<file path="src/rtl/gate_detector.sv">
// rtl/gate_detector.sv - debounced threshold gate pulse generator feeding the IAGC watchdog
//
// Purpose: while the IAGC status is IDLE, watch the valid sample stream. A sample at
// or below the low threshold arms the detector. DEBOUNCE valid samples at or above the
// high threshold then fire a registered one-cycle gate pulse, followed by HOLDOFF cycles
// of dead time. Emitted gates are counted with saturation.
//
// Ports:
//   i_clock          system clock, rising edge
//   i_reset          synchronous active-high reset
//   i_iagcStatus     IAGC status; detection runs only in IAGC_STATUS_IDLE
//   i_sampleValid    qualifies i_sample
//   i_sample         unsigned input sample
//   i_thresholdHigh  fire level
//   i_thresholdLow   re-arm level
//   o_gate           single-cycle gate pulse
//   o_busy           high while ARMED or in HOLDOFF
//   o_cfgError       registered flag, low threshold >= high threshold
//   o_gateCount      saturating count of emitted gates
module gate_detector #(
    parameter int                          DATA_SIZE        = 12,
    parameter int                          IAGC_STATUS_SIZE = 4,
    parameter logic [IAGC_STATUS_SIZE-1:0] IAGC_STATUS_INIT = 4'b0001,
    parameter logic [IAGC_STATUS_SIZE-1:0] IAGC_STATUS_IDLE = 4'b0010,
    parameter int                          DEBOUNCE         = 4,
    parameter int                          HOLDOFF          = 16
) (
    input  logic                        i_clock,
    input  logic                        i_reset,
    input  logic [IAGC_STATUS_SIZE-1:0] i_iagcStatus,
    input  logic                        i_sampleValid,
    input  logic [DATA_SIZE-1:0]        i_sample,
    input  logic [DATA_SIZE-1:0]        i_thresholdHigh,
    input  logic [DATA_SIZE-1:0]        i_thresholdLow,
    output logic                        o_gate,
    output logic                        o_busy,
    output logic                        o_cfgError,
    output logic [15:0]                 o_gateCount
);

    localparam int DEB_W  = $clog2(DEBOUNCE + 1);
    localparam int HOLD_W = $clog2(HOLDOFF + 1);

    localparam logic [DEB_W-1:0]  DEB_MAX   = DEB_W'(DEBOUNCE);
    localparam logic [HOLD_W-1:0] HOLD_LAST = HOLD_W'(HOLDOFF - 1);

    typedef enum logic [1:0] {
        S_WAIT_LOW = 2'd0,
        S_ARMED    = 2'd1,
        S_HOLDOFF  = 2'd2
    } state_t;

    state_t              state;
    state_t              state_n;
    logic [DEB_W-1:0]    deb;
    logic [DEB_W-1:0]    deb_n;
    logic [DEB_W-1:0]    deb_inc;
    logic [HOLD_W-1:0]   hold;
    logic [HOLD_W-1:0]   hold_n;
    logic                fire;
    logic                cfg_bad_now;
    logic                cfg_error_q;
    logic                blocked;
    logic                is_idle;
    logic                is_init;
    logic                above_high;
    logic                at_or_below_low;
    logic                gate_q;
    logic [15:0]         gate_count;

    assign cfg_bad_now     = (i_thresholdLow >= i_thresholdHigh);
    // The registered flag lags a cycle, so the live comparison also blocks the FSM
    // to keep a bad threshold pair from slipping a transition through.
    assign blocked         = cfg_error_q | cfg_bad_now;
    assign is_idle         = (i_iagcStatus == IAGC_STATUS_IDLE);
    assign is_init         = (i_iagcStatus == IAGC_STATUS_INIT);
    assign above_high      = (i_sample >= i_thresholdHigh);
    assign at_or_below_low = (i_sample <= i_thresholdLow);
    assign deb_inc         = deb + DEB_W'(1);

    // State register
    always_ff @(posedge i_clock) begin
        if (i_reset) begin
            state       <= S_WAIT_LOW;
            deb         <= '0;
            hold        <= '0;
            gate_q      <= 1'b0;
            cfg_error_q <= 1'b0;
            gate_count  <= '0;
        end else begin
            state       <= state_n;
            deb         <= deb_n;
            hold        <= hold_n;
            gate_q      <= fire;
            cfg_error_q <= cfg_bad_now;
            if (is_init) begin
                gate_count <= '0;
            end else if (fire && (gate_count != 16'hFFFF)) begin
                gate_count <= gate_count + 16'd1;
            end
        end
    end

    // Next-state logic
    always_comb begin
        state_n = state;
        deb_n   = deb;
        hold_n  = hold;
        fire    = 1'b0;
        if (blocked || !is_idle) begin
            state_n = S_WAIT_LOW;
            deb_n   = '0;
            hold_n  = '0;
        end else begin
            case (state)
                S_WAIT_LOW: begin
                    if (i_sampleValid && at_or_below_low) begin
                        state_n = S_ARMED;
                        deb_n   = '0;
                    end
                end
                S_ARMED: begin
                    // Invalid cycles leave deb untouched so gaps do not break debounce.
                    if (i_sampleValid) begin
                        if (above_high) begin
                            if (deb_inc == DEB_MAX) begin
                                fire    = 1'b1;
                                state_n = S_HOLDOFF;
                                deb_n   = '0;
                                hold_n  = '0;
                            end else begin
                                deb_n = deb_inc;
                            end
                        end else begin
                            deb_n = '0;
                        end
                    end
                end
                S_HOLDOFF: begin
                    if (hold == HOLD_LAST) begin
                        state_n = S_WAIT_LOW;
                        hold_n  = '0;
                    end else begin
                        hold_n = hold + HOLD_W'(1);
                    end
                end
                default: begin
                    state_n = S_WAIT_LOW;
                    deb_n   = '0;
                    hold_n  = '0;
                end
            endcase
        end
    end

    // Output logic
    always_comb begin
        o_busy      = (state == S_ARMED) || (state == S_HOLDOFF);
        o_gate      = gate_q;
        o_cfgError  = cfg_error_q;
        o_gateCount = gate_count;
    end

endmodule

</file>
<file path="config.mk">
export PLATFORM = sky130hd
export DESIGN_NAME = gate_detector
export DESIGN_NICKNAME = d
export VERILOG_FILES = /design/src/rtl/gate_detector.sv
export SDC_FILE = /design/constraint.sdc
export NUM_CORES = 1
export LEC_CHECK = 0
export ABC_AREA = 0
export ABC_CLOCK_PERIOD_IN_PS = 4200
export CAP_MARGIN = 20
export CORE_UTILIZATION = 50
export CTS_BUF_LIST = sky130_fd_sc_hd__clkbuf_8
export DETAILED_ROUTE_END_ITERATION = 8
export PLACE_DENSITY_LB_ADDON = 0.3
export SLEW_MARGIN = 0
export SYNTH_ARGS = -nofsm -noshare
export SYNTH_HDL_FRONTEND = slang
export SYNTH_SLANG_ARGS = --single-unit
export TNS_END_PERCENT = 20
</file>
<file path="constraint.sdc">
create_clock -name i_clock -period 4.2 [get_ports i_clock]
set_input_delay 0.84 -clock i_clock [delete_from_list [all_inputs] [get_ports i_clock]]
set_output_delay 0.84 -clock i_clock [all_outputs]
set_load 0.02 [all_outputs]
</file>
==> qor_table.md <==
| Item | This run |
|---|---|
| Result of the run | finished, final reports clean |
| Final hold violation count | 0 |
| Gp weighted congestion | 0.7575 |
| Placeable core area | 4384 um2 |
| X dimension of the die | 69.67 um |
| Crit-path max FO | 4 |
| Synthesized instance count | 286 |
| # H-tree levels | 1 |
| Count of nets left with antenna violations after detail routing | 0 |
| Kind of critical path | input port to flip-flop |
| Ant diodes | 0 |
| Setup violation total in the final timing report | 0 |
| Net count of the finished layout | 433 |
| Count of flip-flops with a built-in enable after synthesis | 0 |
| Cells along the critical path | clkdlybuf4s50_1, inv_1, ha_1, nor2b_1, o21ai_0, a221oi_1, o311a_1, a2111oi_0, mux2i_1, nor2_1 |
| Ys Warns | 0 |
| Setup Skew | 3.412 ps |
| Number of global-route vias before repair | 2174 |
| Largest net degree at the start of global routing | 16 |
| RSZ-0062 raised after global routing | no |
| Final worst hold slack | 458.2 ps |
| Clock-pin transition on the worst setup and hold timing paths | 90 ps |
| Clock Latency Late Sink | 270 ps |
| Proportion of synthesized flip-flops having asynchronous set or reset | 0 |
| First-pass GRT wire length | 9039 um |
| Class of the worst hold path | flip-flop to flip-flop |
| Iteration-0 DRC Markers | 78 |
| Number of library cell types mapped by synthesis | 47 |
| Finished Core Util | 0.6801 |
| Pwr Density | 182.3 nW/um2 |
| Number of clock sinks | 28 |
| Mean Syn Cell Area | 8.006 um2 |
| Number of gates given a new drive strength after cts | 0 |
| Sequential cell area fraction in the yosys report | 0.2448 |
| Number of maximum-capacitance violations | 0 |
| Final-layout setup total negative slack | 0 ps |
| Register bit count reported by yosys | 28 |
| Max transition margin | 0.4852 |
| Fraction of layout cells with a size suffix above 1 | 0.02899 |
| Buffers from clock root to sink, at most | 2 |
| Power Total | 0.5436 mW |
| Maximum frequency from static timing analysis | 0.3067 GHz |
| Post-route clock period utilization | 0.7762 |
| Aggregate routed wire length | 5011 um |
| Power share of the sequential group | 0.490 |
| Number of buffers created by CTS | 3 |
| Final-report max-slew violation count | 0 |
| Cell area after technology mapping | 2290 um2 |
| Total of buffers placed on input and output ports | 61 |
| Remaining global-route overflow | 0 |
| Slew at the pin closest to its max-slew limit | 752.8 ps |
| Critical path's largest stage delay | 680 ps |
| Relative contribution of the clock network to total power | 0.264 |
| Post-DR wirelength/cell | 12.62 um |
| Layout-stage area growth over the synthesis result | 30.22% |
| Slowest-stage cell, CP | a2111oi_0 |
| Number of rows in the core area | 24 |
| Initial antenna violation count | 0 |
| Syn_nets | 372 |
| All-Layer GR Usage | 0.2242 |
| CTS hold repair buffers | 0 |
| Worst IR Drop VDD | 0.1353 mV |
| Switching power share of the total | 0.2582 |
| Vias per cell | 5.607 |
| Crit path time final | 3260 ps |
| Starting density of the core | 0.5223 |
| First-pass DRT Iterations | 4 |
| Area of the die | 4854 um2 |
| Most common flop cell mapped by yosys | dfxtp_1 |
| Total number of vias | 2226 |
| Die Height | 69.67 um |
| CP Data Required Time | 4360 ps |
| Leakage power | 1.252 nW |
| CP Launch Type | input port |
| Remaining DRCs | 0 |
| Net load switching power | 0.1404 mW |
| Number of post-CTS setup repair buffers | 0 |
| Comb power frac | 0.246 |
| TritonCTS clock tree | built |
| Worst Setup End Kind | flip-flop |
| I/O pin count | 62 |
| Hpwl dp | 4095 um |
| Total internal power | 0.4032 mW |
| Root Buffer Master | clkbuf_8 |
| Critical Path AT | 3420 ps |
-- sequential cells by signal, indices dropped and copies added, names as in the netlist --
signal       count
o_cfgError       1
state            2
o_gateCount     16
deb              3
o_gate           1
hold             5
-- cell usage after synthesis (2+ instances only) --
cell type / instances / area, um2
a2111oi_0: 2 / 17.52
a211o_1: 3 / 26.28
a211oi_1: 2 / 15.01
a21o_1: 3 / 22.52
a21oi_1: 28 / 140.1
a31oi_1: 2 / 12.51
and2_1: 3 / 18.77
and3_1: 3 / 18.77
clkbuf_1: 4 / 15.01
dfxtp_1: 28 / 560.5
ha_1: 43 / 538.0
inv_1: 31 / 116.4
mux2i_1: 4 / 40.04
nand2_1: 17 / 63.81
nand2b_1: 3 / 18.77
nand3_1: 16 / 80.08
nand4_1: 10 / 62.56
nor2_1: 20 / 75.07
nor2b_1: 4 / 25.02
o21ai_0: 20 / 100.1
or3_1: 10 / 62.56
xor2_1: 5 / 43.79
-- metal layers --
metal,track usage,wire [um]
met1,0.2667,2226
met2,0.4013,2440
met3,0.04797,275
met4,0.06889,68
met5,0,0
-- layout by cell type (no fill, tap or decap), types with 2 or more instances in the layout --
master,n
clkdlybuf4s50_1,61
nand2b_1,3
nand2_1,17
o21ai_0,20
nand3_1,16
mux2i_1,4
and2_1,3
nor2b_1,4
a211oi_1,2
clkbuf_8,3
nor2_1,20
and3_1,3
nand4_1,10
a21o_1,3
a2111oi_0,2
ha_1,43
xor2_1,5
a211o_1,3
a31oi_1,2
or3_1,10
inv_1,31
dfxtp_1,28
a21oi_1,28
-- cells by family (layout without fill, tap and decap cells) --
| kind of cell | after synthesis | after routing | synth area share |
|---|---|---|---|
| compound gates | 70 | 70 | 0.1880 |
| mux | 4 | 4 | 0.01749 |
| fa+ha+maj | 43 | 43 | 0.2350 |
| simple gates | 98 | 98 | 0.2279 |
| buf+inv | 37 | 96 | 0.06393 |
| flops | 28 | 28 | 0.2448 |
| xor+xnor | 6 | 6 | 0.02295 |
-- layout make-up --
| cell class | instances | area [um2] |
|---|---|---|
| Tap cell | 52 | 65.06 |
| Multi-Input combinational cell | 221 | 1583 |
| Inverter | 31 | 116.4 |
| Timing Repair Buffer | 62 | 615.6 |
| Sequential cell | 28 | 560.5 |
| Fill cell | 374 | 1403 |
| Clock buffer | 3 | 41.29 |
-- stage by stage --
step,setup slack (ps),cells,cell area (um2)
global route,756.9,397,2982
detailed placement,242.9,393,2935
global placement,365.1,393,2935
CTS,515.5,396,2977
finish,939.9,397,2982
floorplan,1416,286,2290
-- worst paths after layout --
| path | startpoint | to | slack [ps] | cells after the start |
|---|---|---|---|---|
| worst max-delay path | i_sample[0] | state[1]$_SDFFE_PP0P_ | 940 | 10 |
| worst min-delay path | hold[4]$_SDFFE_PP0P_ | hold[4]$_SDFFE_PP0P_ | 460 | 2 |
| worst max register to register | deb[0]$_SDFFE_PP0P_ | o_gateCount[6]$_SDFFE_PP0P_ | 1590 | 8 |
| worst min register to register | hold[4]$_SDFFE_PP0P_ | hold[4]$_SDFFE_PP0P_ | 460 | 2 |
-- worst max-delay path: cells and delay by family --
kind,cells,cell delay [ps]
compound gates,4,1440
fa+ha+maj,1,280
buf+inv,2,500
mux,1,260
simple gates,2,100
-- power groups by stage --
stage / sequential (mW) / combinational, mW / clock (mW)
5_1_grt: 0.267 / 0.153 / 0.163
2_1_floorplan: 0.274 / 0.0691 / 0
3_3_place_gp: 0.273 / 0.130 / 0
6_report: 0.266 / 0.134 / 0.143
4_1_cts: 0.266 / 0.135 / 0.147
3_5_place_dp: 0.273 / 0.134 / 0
Note: power is estimated with default switching activity, not from simulation.
